### config.mk
export PLATFORM = sky130hd
export DESIGN_NAME = sm_add_seq_ctrl
export DESIGN_NICKNAME = d
export VERILOG_FILES = /design/src/rtl/sm_add_seq_ctrl.sv
export SDC_FILE = /design/constraint.sdc
export NUM_CORES = 1
export LEC_CHECK = 0
export BUFFER_PORTS_ARGS = -buffer_cell sky130_fd_sc_hd__clkbuf_2
export CORE_MARGIN = 1
export CORE_UTILIZATION = 46
export DETAILED_ROUTE_END_ITERATION = 6
export PLACE_DENSITY = 0.69
export SYNTH_ARGS = -nofsm -noshare
export SYNTH_HDL_FRONTEND = slang
export SYNTH_SLANG_ARGS = --single-unit
### constraint.sdc
create_clock -name clk_amisha -period 1.9 [get_ports clk_amisha]
set_input_delay 0.19 -clock clk_amisha [delete_from_list [all_inputs] [get_ports clk_amisha]]
set_output_delay 0.19 -clock clk_amisha [all_outputs]
set_load 0.05 [all_outputs]
### src/rtl/sm_add_seq_ctrl.sv
// Operand-entry sequencer for the sign-magnitude adder demo: conditions the
// step/clear buttons, registers A/B for the external adder and latches the result.
module sm_add_seq_ctrl #(
    parameter int N = 4
) (
    input  logic         clk_amisha,
    input  logic         reset_amisha,
    input  logic         btn_next_amisha,
    input  logic         btn_clr_amisha,
    input  logic [N-1:0] sw_amisha,
    input  logic [N-1:0] sum_amisha,
    output logic [N-1:0] a_amisha,
    output logic [N-1:0] b_amisha,
    output logic [N-1:0] mout_amisha,
    output logic         ovf_amisha,
    output logic         done_amisha,
    output logic [2:0]   state_amisha
);

    typedef enum logic [2:0] {
        IDLE  = 3'd0,
        GET_A = 3'd1,
        GET_B = 3'd2,
        ADD   = 3'd3,
        SHOW  = 3'd4
    } state_e;

    state_e state_q, state_d;

    logic [1:0] btn_raw;
    logic [1:0] sync1_q, sync2_q, hist_q, pulse_q;
    logic       next_pulse, clr_pulse;

    logic [N-1:0] a_q, a_d, b_q, b_d, mout_q, mout_d, res_q, res_d;
    logic         ovf_q, ovf_d, done_q, done_d;
    logic [N-1:0] mag_sum;
    logic         ovf_calc;
    logic [N-1:0] sum_fixed;

    assign btn_raw = {btn_clr_amisha, btn_next_amisha};

    // Flops reset high so a button held through reset release reads as "already seen".
    always_ff @(posedge clk_amisha or negedge reset_amisha) begin
        if (!reset_amisha) begin
            sync1_q <= '1;
            sync2_q <= '1;
            hist_q  <= '1;
            pulse_q <= '0;
        end else begin
            sync1_q <= btn_raw;
            sync2_q <= sync1_q;
            hist_q  <= sync2_q;
            pulse_q <= sync2_q & ~hist_q;
        end
    end

    assign next_pulse = pulse_q[0];
    assign clr_pulse  = pulse_q[1];

    // Magnitudes summed at full N bits so the carry into the sign position is visible.
    assign mag_sum   = {1'b0, a_q[N-2:0]} + {1'b0, b_q[N-2:0]};
    assign ovf_calc  = (a_q[N-1] == b_q[N-1]) & mag_sum[N-1];
    assign sum_fixed = {sum_amisha[N-1] & (|sum_amisha[N-2:0]), sum_amisha[N-2:0]};

    always_ff @(posedge clk_amisha or negedge reset_amisha) begin
        if (!reset_amisha) begin
            state_q <= IDLE;
        end else begin
            state_q <= state_d;
        end
    end

    always_comb begin
        state_d = state_q;
        if (clr_pulse) begin
            state_d = IDLE;
        end else begin
            case (state_q)
                IDLE:    if (next_pulse) state_d = GET_A;
                GET_A:   if (next_pulse) state_d = GET_B;
                GET_B:   if (next_pulse) state_d = ADD;
                ADD:     state_d = SHOW;
                SHOW:    if (next_pulse) state_d = GET_A;
                default: state_d = IDLE;
            endcase
        end
    end

    always_comb begin
        a_d    = a_q;
        b_d    = b_q;
        mout_d = mout_q;
        res_d  = res_q;
        ovf_d  = 1'b0;
        done_d = 1'b0;
        if (clr_pulse) begin
            a_d    = '0;
            b_d    = '0;
            mout_d = '0;
            res_d  = '0;
        end else begin
            case (state_q)
                GET_A: begin
                    mout_d = sw_amisha;
                    if (next_pulse) a_d = sw_amisha;
                end
                GET_B: begin
                    mout_d = sw_amisha;
                    if (next_pulse) b_d = sw_amisha;
                end
                ADD: begin
                    res_d  = sum_fixed;
                    mout_d = sum_fixed;
                    ovf_d  = ovf_calc;
                    done_d = 1'b1;
                end
                SHOW: begin
                    mout_d = res_q;
                    ovf_d  = ovf_q & ~next_pulse;
                end
                default: ;
            endcase
        end
    end

    always_ff @(posedge clk_amisha or negedge reset_amisha) begin
        if (!reset_amisha) begin
            a_q    <= '0;
            b_q    <= '0;
            mout_q <= '0;
            res_q  <= '0;
            ovf_q  <= 1'b0;
            done_q <= 1'b0;
        end else begin
            a_q    <= a_d;
            b_q    <= b_d;
            mout_q <= mout_d;
            res_q  <= res_d;
            ovf_q  <= ovf_d;
            done_q <= done_d;
        end
    end

    assign a_amisha     = a_q;
    assign b_amisha     = b_q;
    assign mout_amisha  = mout_q;
    assign ovf_amisha   = ovf_q;
    assign done_amisha  = done_q;
    assign state_amisha = state_q;

endmodule

==> Word level (Yosys, flattened, before mapping) <==
Cells that the tools add are included.
{ "op_classes": {"addsub": 1, "eq_ne": 8, "n_mux": 18, "bitwise": 6, "reduce_logical": 12} }
{ "ops": {"columns": ["operator", "count"], "rows": [
  ["2-to-1 mux 4 bit", 8],
  ["2-to-1 mux 3 bit", 4],
  ["one-hot mux 3 bit (4 select lines)", 1],
  ["one-hot mux 4 bit (3 select lines)", 1],
  ["nonzero test 2 bit", 4],
  ["equality test 3 x 2 -> 1 bit, second input constant", 2],
  ["inequality test 3 bit, second input constant", 2],
  ["adder 3 x 3 -> 4 bit", 1],
  ["AND reduction 2 bit", 2],
  ["nonzero test 4 bit", 1],
  ["OR reduction 2 bit", 2],
  ["bitwise AND 1 bit", 3],
  ["equality test 3 x 1 -> 1 bit, second input constant", 1],
  ["equality test 3 bit, second input constant", 1],
  ["zero test 3 bit", 1],
  ["2-to-1 mux 1 bit", 3],
  ["inequality test 3 x 1 -> 1 bit, second input constant", 1],
  ["AND reduction 3 bit", 1],
  ["OR reduction 3 bit", 1],
  ["bitwise AND 2 bit", 1],
  ["NOT 2 bit", 1],
  ["one-hot mux 1 bit (2 select lines)", 1],
  ["equality test 1 bit", 1],
  ["NOT 1 bit", 1]
]} }
{ "word_totals": {"reg_bits": 29, "in_bits": 12, "wordCells": 56} }

==> Logic depth before layout (Yosys ltp) <==
Gate-level depths: netlist of the first run.
{ "logic_depth": {"depth_word": 4, "ltp_mapped": 5} }

==> Worst setup path after synthesis of the first run <==
Ideal clock, no wire load.
{ "synth_timing": {"path_type": "reg-to-reg", "startpoint": "register state_q[0] (netlist: state_amisha[0])", "endpoint": "register mout_q[3] (netlist: mout_amisha[3])", "setup_ns": 0.096, "t_arrival_ns": 1.512, "required_ns": 1.804, "slack_ns": 0.293, "stages_incl_launch_ff": 5, "synth_period_minus_slack_ns": 1.607, "cell_sequence": "dfrtp_1 nor2b_2 and2_2 o311ai_1 a311oi_2"} }
{ "synth_between": {"elab_chain_cells": 4} }
{ "synth_rtl": {"columns": ["element", "line_no", "source"], "rows": [
  ["start: declaration", "28", "state_e state_q, state_d;"],
  ["start signal: assignment", "69", "state_q <= state_d;"],
  ["equality test 3 x 2 -> 1 bit or equality test 3 x 1 -> 1 bit (tied branches)", "102", "case (state_q)"],
  ["OR reduction 2 bit (no source line)", null, null],
  ["one-hot mux 4 bit (3 select lines)", "102", null],
  ["2-to-1 mux 4 bit", "96", "if (clr_pulse) begin"],
  ["end signal: assignment", "137", "mout_q <= mout_d;"],
  ["end: declaration", "34", "logic [N-1:0] a_q, a_d, b_q, b_d, mout_q, mout_d, res_q, res_d;"]
]} }
Parallel ways exist; a longest one is shown, timed or not.
A chain may end at the register's enable or synchronous reset.

==> Worst setup path after layout of the first run <==
{ "layout_timing": {"startpoint": "register state_q[0] (netlist: state_amisha[0])", "endpoint": "register ovf_q (netlist: ovf_amisha)"} }
{ "layout_between": {"elab_chain_cells": 3} }
{ "layout_rtl": {"columns": ["element", "line_no", "source"], "rows": [
  ["equality test 3 bit or equality test 3 x 2 -> 1 bit (tied branches)", "102", null],
  ["one-hot mux 1 bit (2 select lines) *", "102", null],
  ["2-to-1 mux 1 bit *", "96", null],
  ["named net ovf_d", "35", "logic ovf_q, ovf_d, done_q, done_d;"],
  ["end signal: assignment", "139", "ovf_q <= ovf_d;"],
  ["end: declaration", "35", null]
]} }
Mark *: on every way through the listed nets, which the timed path passes. The rest lies on a longest branch.

==> results.cfg, run 1 <==
[setup_path]
worstPathMaxFanout = 15
cpMaxStageDelayCell = dfrtp_1
r2r_setup_slack_ns = 0.20
r2r-start = state_amisha[0]$_DFFE_PN0P_
required_ns = 2.10
crit_arrival_ns = 1.90
critPathKind = reg2reg
crit_path_end_kind = flip-flop
worstPathBufferInverterCount = 0
startpoint = state_amisha[0]$_DFFE_PN0P_
crit_chain = nor2b_2, nand2_1, o41ai_1
crit_family = flip-flops
critPathMaxStageDelay_ns = 0.62
critPathLaunchType = flip-flop

[grt]
grt_first_pass_wirelength_um = 4840
antenna_found_initial = 0
grt_max_degree = 30
grt_overflow_total = 0
grtUsageTotal_pct = 20.3
grt_pass1_vias = 1067

[synth]
synth_ff_type = dfrtp_1
synth-seq-cells = 29
synth.distinct_cells = 36
synth_top_area_share_pct = 43.1
syn_inst = 126
synth.area.top_cells = dfrtp_1 (43%), dfstp_2 (12%), mux2i_1 (6.0%)
synth_edf_count = 0
ys_warn_count = 0
yosysTopAreaCell = dfrtp_1
synth_common_cells = dfrtp_1 (23), nor2_1 (16), a21oi_1 (12), nand2_1 (10), mux2i_1 (8)
synthArstFlopShare_pct = 100
syn_area_sq_um = 1340
synth_nets = 140
yosysMostFrequentCell = dfrtp_1
yosysSeqAreaShare_pct = 54.9
synth_area_per_cell_sq_um = 10.6

[power_and_ir_drop]
switching_share_pct = 37.4
p_int_mw = 0.946
vdd_ir_drop_max_mv = 0.699
power.density_nw_per_um2 = 964
leakage_nw = 0.754
pwr-share-clk_pct = 23.8
pwr-share-comb_pct = 27.1
switchingPower_mw = 0.564
seqPwrFrac_pct = 49.1

[placed_design]
routabilityCongestion = 0.855
dpl.hpwl_um = 1930
io_buffers = 28
post-place-cells = 179

[routing]
wl_per_cell_um = 14.4
wirelength_met1_um = 1260
drc_errors = 0
vias_per_cell = 5.59
routed.top_layer = met4
dr_wl_met3_um = 111
ant_nets = 0
drtIter0Drc = 35
num_vias = 1063
drt_wl_total_um = 2740
dr_wl_met2_um = 1330
drtPass1Iterations = 4

[min_path]
hold_path_class = in2reg
hp-start = sum_amisha[2]

[die]
io_pins = 29
die_area_sq_um = 3120
start_util_pct = 48.4
rows = 19
die_h_um = 55.9
core_sq_um = 2760
die_x_um = 55.9

[clock_tree]
cts.sinks = 29
cts-hold-fix-buffers = 3
cts.path.max_buffers = 2
cts_max_level = 2
cts_tree = yes
clk_latency_ns = 0.32
numCtsBuffers = 5
clkTransAtPathRegs_ns = 0.10
ctsResizeCount = 0
root_buffer = clkbuf_4
cts_setup_buffers = 0

[cells_and_area]
antenna_cells = 0
fin_nets = 172
fillCellCount = 261
drive_above_1_share_pct = 30.8
utilization_pct = 56.9
instances_no_fill = 190
area.growth.synth_to_final_pct = 17.4

[timing]
setup_tns_ns = 0
hold_viol = 0
finalCriticalPeriod_ns = 1.70
clock_skew_ns = 0.00380
worstMarginPinSlew_ns = 0.692
final.period_utilization_pct = 89.6
max_freq_mhz = 587
rsz0062_at_grt = no
slew_viol_final = 0
finalSetupViolations = 0
max_slew_margin_pct = 53.9

[run_status]
status = complete, no violations

[run]
maxCapViolations = 0
## power by group through the flow
stage	clock, mW	combinational, mW	sequential (mW)
floorplan	0	0.166	0.890
global route	0.406	0.441	0.752
detailed placement	0	0.407	0.753
CTS	0.375	0.414	0.741
global placement	0	0.404	0.746
finish	0.360	0.409	0.742
## flip-flops by register name, summed over array words and instances, names as in the netlist
register      cells
mout_amisha       4
pulse_q           2
a_amisha          4
res_q             4
sync1_q           2
b_amisha          4
sync2_q           2
done_amisha       1
state_amisha      3
hist_q            2
ovf_amisha        1
## routing by layer
layer	vias to the layer above	global-route usage (%)
li1	508	-
met1	521	25.0
met2	30	32.4
met3	4	6.05
met4	0	10.5
met5	-	0
## layout by cell type, fill, tap and decap left out, types with 3 or more instances in the layout
master / netlist / layout
nor2_1: 16 / 16
mux2i_1: 8 / 8
nor2b_1: 7 / 7
clkbuf_2: 0 / 28
dlygate4sd3_1: 0 / 3
inv_1: 4 / 4
o21ai_0: 5 / 5
nand2_1: 10 / 10
a21oi_1: 12 / 12
dfrtp_1: 23 / 23
clkbuf_4: 0 / 5
dfstp_2: 6 / 6
## layout make-up
type	instances	area (sq um)	share of cell area, %
sequential	29	733	46.8
multi-input combinational	86	548	35.0
timing repair buffer	32	178	11.3
tap	31	38.8	2.47
clock buffer	5	37.5	2.39
clock inverter	3	17.5	1.12
inverter	4	15.0	0.958
## cells by family after synthesis
family	share of synthesized area [%]
AO/OA/AOI/OAI	16.1
XOR/XNOR	0.656
adder cells (fa/ha/maj)	1.87
buffers and inverters	4.03
flip-flops	54.9
multiplexers	6.00
AND/OR/NAND/NOR	16.4
## worst register-to-register path, delay by kind of cell (launching register included)
family,cells,cell delay (ns)
flops,1,0.62
compound gates,1,0.45
simple gates,2,0.51
## final timing paths
check,endpoint,depth (start not counted)
setup reg to reg,ovf_amisha$_DFF_PN0_,3
hold reg to reg,sync2_q[1]$_DFF_PN1_,0
min in group asynchronous,mout_amisha[3]$_DFFE_PN0P_,2
hold / removal,res_q[2]$_DFFE_PN0P_,3
max in group asynchronous,res_q[3]$_DFFE_PN0P_,2
setup / recovery,ovf_amisha$_DFF_PN0_,3
## per-stage QoR
step | total power, mW | worst slack (ns) | hold WS (ns) | cell area, sq um
after detailed placement | 1.16 | 0.215 | 0.279 | 1480
after floorplan | 1.06 | 0.293 | -0.106 | 1340
after global placement | 1.15 | 0.300 | 0.265 | 1480
after global routing | 1.60 | 0.0419 | 0.106 | 1570
after CTS | 1.53 | 0.189 | 0.0988 | 1570
final | 1.51 | 0.197 | 0.113 | 1570
Power figures use the tool's default switching activity.
==> inputs of run 2 (changes only) <==
--- a/config.mk
+++ b/config.mk
@@ -5,11 +5,12 @@
 export SDC_FILE = /design/constraint.sdc
 export NUM_CORES = 1
 export LEC_CHECK = 0
+export ABC_AREA = 1
 export BUFFER_PORTS_ARGS = -buffer_cell sky130_fd_sc_hd__clkbuf_2
 export CORE_MARGIN = 1
 export CORE_UTILIZATION = 46
 export DETAILED_ROUTE_END_ITERATION = 6
-export PLACE_DENSITY = 0.69
+export PLACE_DENSITY = 0.7
 export SYNTH_ARGS = -nofsm -noshare
 export SYNTH_HDL_FRONTEND = slang
 export SYNTH_SLANG_ARGS = --single-unit
==> results.cfg, run 2 <==
[synth]
synth.distinct_cells = 22
ys_warn_count = 0
synth_edf_count = 0
syn_inst = 144
yosysTopAreaCell = dfrtp_1
synth_top_area_share_pct = 44.8
syn_area_sq_um = 1280
synth-seq-cells = 29
synth_ff_type = dfrtp_1
yosysMostFrequentCell = nand2_1
synth_nets = 158
synthArstFlopShare_pct = 100
synth_common_cells = nand2_1 (46), dfrtp_1 (23), nand3_1 (18), inv_1 (11), nor2_1 (7)
synth.area.top_cells = dfrtp_1 (45%), nand2_1 (13%), dfstp_2 (12%)
yosysSeqAreaShare_pct = 57.1
synth_area_per_cell_sq_um = 8.92

[min_path]
hold_path_class = in2reg
whs_path_depth = 3

[timing]
final.period_utilization_pct = 75.0
worstMarginPinSlew_ns = 0.702
clock_skew_ns = 0.0130
setup_tns_ns = 0
finalSetupViolations = 0
max_freq_mhz = 701
slew_viol_final = 0
holdWs_ns = 0.110
rsz0062_at_grt = no
finalCriticalPeriod_ns = 1.43
hold_viol = 0
max_slew_margin_pct = 53.2

[power_and_ir_drop]
power.total_mw = 1.72
leakage_nw = 0.839
vdd_ir_drop_max_mv = 0.791
power.density_nw_per_um2 = 1120

[die]
die_area_sq_um = 3010
io_pins = 29
start_util_pct = 50.0
rows = 18
core_sq_um = 2570
die_x_um = 54.9
die_h_um = 54.9

[routing]
ant_nets = 0
wl_per_cell_um = 12.1
drc_errors = 0
drtIter0Drc = 16
num_vias = 1066
vias_per_cell = 5.05
drtPass1Iterations = 4
drt_wl_total_um = 2560

[clock_tree]
cts.path.max_buffers = 2
root_buffer = clkbuf_4
cts_max_level = 2
cts.sinks = 29
numCtsBuffers = 5
clkTransAtPathRegs_ns = 0.09
clk_latency_ns = 0.33
cts_tree = yes
cts_setup_buffers = 0

[placed_design]
routabilityCongestion = 0.785
io_buffers = 28
post-place-cells = 200
dpl.hpwl_um = 1940

[setup_path]
required_ns = 2.17
crit_arrival_ns = 1.70
critPathKind = reg2reg
r2r.worst_path.cells = 5
critPathLaunchType = flip-flop
crit_path_end_kind = flip-flop
worstPathMaxFanout = 13

[grt]
grt_pass1_vias = 953
antenna_found_initial = 0
grt_max_degree = 30
grtUsageTotal_pct = 21.1
grt_first_pass_wirelength_um = 4170
grt_overflow_total = 0

[cells_and_area]
drive_above_1_share_pct = 32.0
antenna_cells = 0
utilization_pct = 59.9
area.growth.synth_to_final_pct = 19.8
fillCellCount = 249
most-common-layout-cells = nand2_1 (46), clkbuf_2 (28), dfrtp_1 (23), nand3_1 (18), inv_1 (11)
final_common_cell = nand2_1
fin_nets = 194
instances_no_fill = 211

[run_status]
status = complete, no violations

[run]
maxCapViolations = 0
## run 2: layout make-up
| type | instances | area (sq um) | area share, % |
|---|---|---|---|
| inverter | 16 | 60.1 | 3.90 |
| clock inverter | 3 | 17.5 | 1.14 |
| tap | 30 | 37.5 | 2.44 |
| clock buffer | 5 | 37.5 | 2.44 |
| sequential | 29 | 733 | 47.6 |
| timing repair buffer | 31 | 170 | 11.1 |
| multi-input combinational | 97 | 483 | 31.4 |
## run 2: timing repair
action,CTS,global route
gates resized for setup,0,0
hold buffers,3,0
hold endpoints to repair,25,0
## run 2: kinds of logic (layout without fill, tap and decap cells)
logic type / count (synthesis) / after routing / share of synthesized area (%)
buf+inv: 18 / 55 / 5.35
simple gates: 81 / 81 / 28.7
xor+xnor: 1 / 1 / 0.682
compound gates: 13 / 13 / 6.23
flops: 29 / 29 / 57.1
fa+ha+maj: 2 / 2 / 1.95
## run 2: critical path, cell delays in order (launching register included)
cell and delay [ns]:
dfrtp_1 0.50, inv_1 0.38, nand2_2 0.12, nor3_4 0.23, nand2_1 0.08, nand2_1 0.06
## run 2: final timing paths
check	from	slack (ns)	end
min in group asynchronous	reset_amisha	0.42	ovf_amisha$_DFF_PN0_
worst max register to register	pulse_q[1]$_DFF_PN0_	0.47	mout_amisha[1]$_DFFE_PN0P_
worst max-delay path	pulse_q[1]$_DFF_PN0_	0.47	mout_amisha[1]$_DFFE_PN0P_
worst min register to register	sync1_q[1]$_DFF_PN1_	0.36	sync2_q[1]$_DFF_PN1_
max in group asynchronous	reset_amisha	1.02	res_q[3]$_DFFE_PN0P_
worst min-delay path	sum_amisha[3]	0.11	res_q[3]$_DFFE_PN0P_
## run 2: routing by layer
metal,up-vias,wire length [um],track usage [%]
li1,534,-,-
met1,501,1160,25.7
met2,26,1220,32.3
met3,5,132,8.89
met4,0,47,8.97
met5,-,0,0
## run 2: stage by stage
stage / worst slack [ns] / cell area [sq um]
final: 0.474 / 1540
after global routing: 0.353 / 1540
after CTS: 0.489 / 1540
after detailed placement: 0.506 / 1450
after global placement: 0.545 / 1450
after floorplan: 0.459 / 1280
## run 2: report_power, final
part | internal (mW) | switching, mW
logic | 0.142 | 0.442
registers | 0.711 | 0.0733
clock network | 0.139 | 0.214
total | 0.992 | 0.729
==> inputs of run 3 (changes only) <==
--- a/config.mk
+++ b/config.mk
@@ -10,7 +10,7 @@
 export CORE_MARGIN = 1
 export CORE_UTILIZATION = 46
 export DETAILED_ROUTE_END_ITERATION = 6
-export PLACE_DENSITY = 0.7
+export PLACE_DENSITY = 0.72
 export SYNTH_ARGS = -nofsm -noshare
 export SYNTH_HDL_FRONTEND = slang
 export SYNTH_SLANG_ARGS = --single-unit
==> constraint.sdc (replaced) <==
create_clock -name clk_amisha -period 1.3 [get_ports clk_amisha]
set_input_delay 0.13 -clock clk_amisha [delete_from_list [all_inputs] [get_ports clk_amisha]]
set_output_delay 0.13 -clock clk_amisha [all_outputs]
set_load 0.05 [all_outputs]
==> results.cfg, run 3 (synthesis gave the netlist of run 2 again) <==
[setup_path]
cpMaxStageDelayCell = dfrtp_2
cp_num_cells = 7
crit_top_cell = nand2_1
crit_arrival_ns = 1.46
worstPathMaxFanout = 6
crit_family = flip-flops
crit_path_end_kind = flip-flop
critPathMaxStageDelay_ns = 0.47
critPathKind = reg2reg
required_ns = 1.56
critPathLaunchType = flip-flop
r2r.worst_path.cells = 7
worstPathBufferInverterCount = 2
crit_chain = inv_1, nand3_1, nand2_2, inv_2, a21oi_4, nand2_1, nand2_1

[clock_tree]
cts.path.max_buffers = 2
clk_latency_ns = 0.31
root_buffer = clkbuf_4
numCtsBuffers = 5
cts.sinks = 29
cts_tree = yes
cts_max_level = 2
clkTransAtPathRegs_ns = 0.09

[placed_design]
dpl.hpwl_um = 1980
place_area_sq_um = 1500
routabilityCongestion = 0.834
io_buffers = 28
dp_slack_ns = 0.0843

[routing]
vias_per_cell = 5.11
drt_wl_total_um = 2620
drc_errors = 0
ant_nets = 0
drtPass1Iterations = 4
wl_per_cell_um = 12.1
num_vias = 1108
drtIter0Drc = 17

[timing]
finalSetupViolations = 0
setup_tns_ns = 0
finalCriticalPeriod_ns = 1.20
holdWs_ns = 0.0592
slew_viol_final = 0
rsz0062_at_grt = yes
worstMarginPinSlew_ns = 0.360
max_freq_mhz = 836
clock_skew_ns = 0.0112
max_slew_margin_pct = 76.0
final.period_utilization_pct = 92.0
hold_viol = 0
worst_slack_ns = 0.104

[power_and_ir_drop]
leakage_nw = 0.858
power.density_nw_per_um2 = 1580
vdd_ir_drop_max_mv = 0.930

[cells_and_area]
finalInstanceArea_sq_um = 1600
final_common_cell = nand2_1
fin_nets = 200
drive_above_1_share_pct = 35.3
fillCellCount = 239
area.growth.synth_to_final_pct = 24.6
antenna_cells = 0
most-common-layout-cells = nand2_1 (46), clkbuf_2 (28), nand3_1 (18), dfrtp_1 (18), inv_1 (11)

[grt]
grt_util_met2_pct = 35.1
use_met3_pct = 5.56
use_met1_pct = 25.2
grt_overflow_total = 0
grt_pass1_vias = 1038
grtUsageTotal_pct = 21.1
gr-max-usage-layer = met2
grt_first_pass_wirelength_um = 4350
grt_max_degree = 30
antenna_found_initial = 0

[die]
io_pins = 29
die_area_sq_um = 3010
core_sq_um = 2570
rows = 18
die_h_um = 54.9
start_util_pct = 50.0
die_x_um = 54.9

[run]
maxCapViolations = 0

[min_path]
whs_path_depth = 3
hold_path_class = in2reg

[run_status]
status = complete, no violations
## run 3: changes by cell type in the layout (fill, tap and decap cells not counted), sizes merged
| cell | delta |
|---|---|
| clkinv | -2 |
| buf | +6 |
| clkinvlp | -1 |
| clkbuf | +3 |
## run 3: worst register-to-register path: stages, from the launching register on
cell,delay [ns]
dfrtp_2,0.47
inv_1,0.12
nand3_1,0.11
nand2_2,0.12
inv_2,0.05
a21oi_4,0.14
nand2_1,0.08
nand2_1,0.06
## run 3: final cells by class
class,instances,area (sq um),share of cell area (%)
clock buffer,8,48.8,3.05
inverter,16,62.6,3.91
multi-input combinational,97,498,31.1
sequential,29,739,46.2
tap,30,37.5,2.34
timing repair buffer,37,215,13.4
## run 3: stage by stage
| stage | std cells | utilization [%] | total power [mW] |
|---|---|---|---|
| detailed placement | 205 | 58.3 | 2.04 |
| global placement | 205 | 58.3 | 2.02 |
| floorplan | 144 | - | 1.80 |
| global route | 217 | 62.4 | 2.67 |
| CTS | 216 | 61.4 | 2.54 |
| finish | 217 | 62.4 | 2.52 |
## run 3: what timing repair did
item                       CTS  global route
buffers inserted             0             1
hold buffers                 3             0
hold endpoints to repair    25             0
setup endpoints to repair    0            12
gates resized for setup      0             3
## run 3: where the power goes
part           switching (mW)  internal [mW]  total (mW)  leakage, nW
clock                   0.271          0.215       0.486       0.0265
sequential              0.105           1.04        1.15        0.360
combinational           0.661          0.228       0.889        0.471
total                    1.04           1.49        2.52        0.858
## run 3: metal layers
metal	part of all wire [%]	vias up
li1	-	549
met1	45	525
met2	49	29
met3	4.9	5
met4	1.4	0
met5	0	-
## run 3: path summary, 6_finish.rpt
kind | start | endpoint | slack, ns
setup / recovery | state_amisha[1]$_DFFE_PN0P_ | mout_amisha[2]$_DFFE_PN0P_ | 0.10
hold / removal | sum_amisha[3] | res_q[3]$_DFFE_PN0P_ | 0.06
setup reg to reg | state_amisha[1]$_DFFE_PN0P_ | mout_amisha[2]$_DFFE_PN0P_ | 0.10
hold reg to reg | sync1_q[1]$_DFF_PN1_ | sync2_q[1]$_DFF_PN1_ | 0.36
max in group asynchronous | reset_amisha | hist_q[1]$_DFF_PN1_ | 0.63
min in group asynchronous | reset_amisha | state_amisha[0]$_DFFE_PN0P_ | 0.34
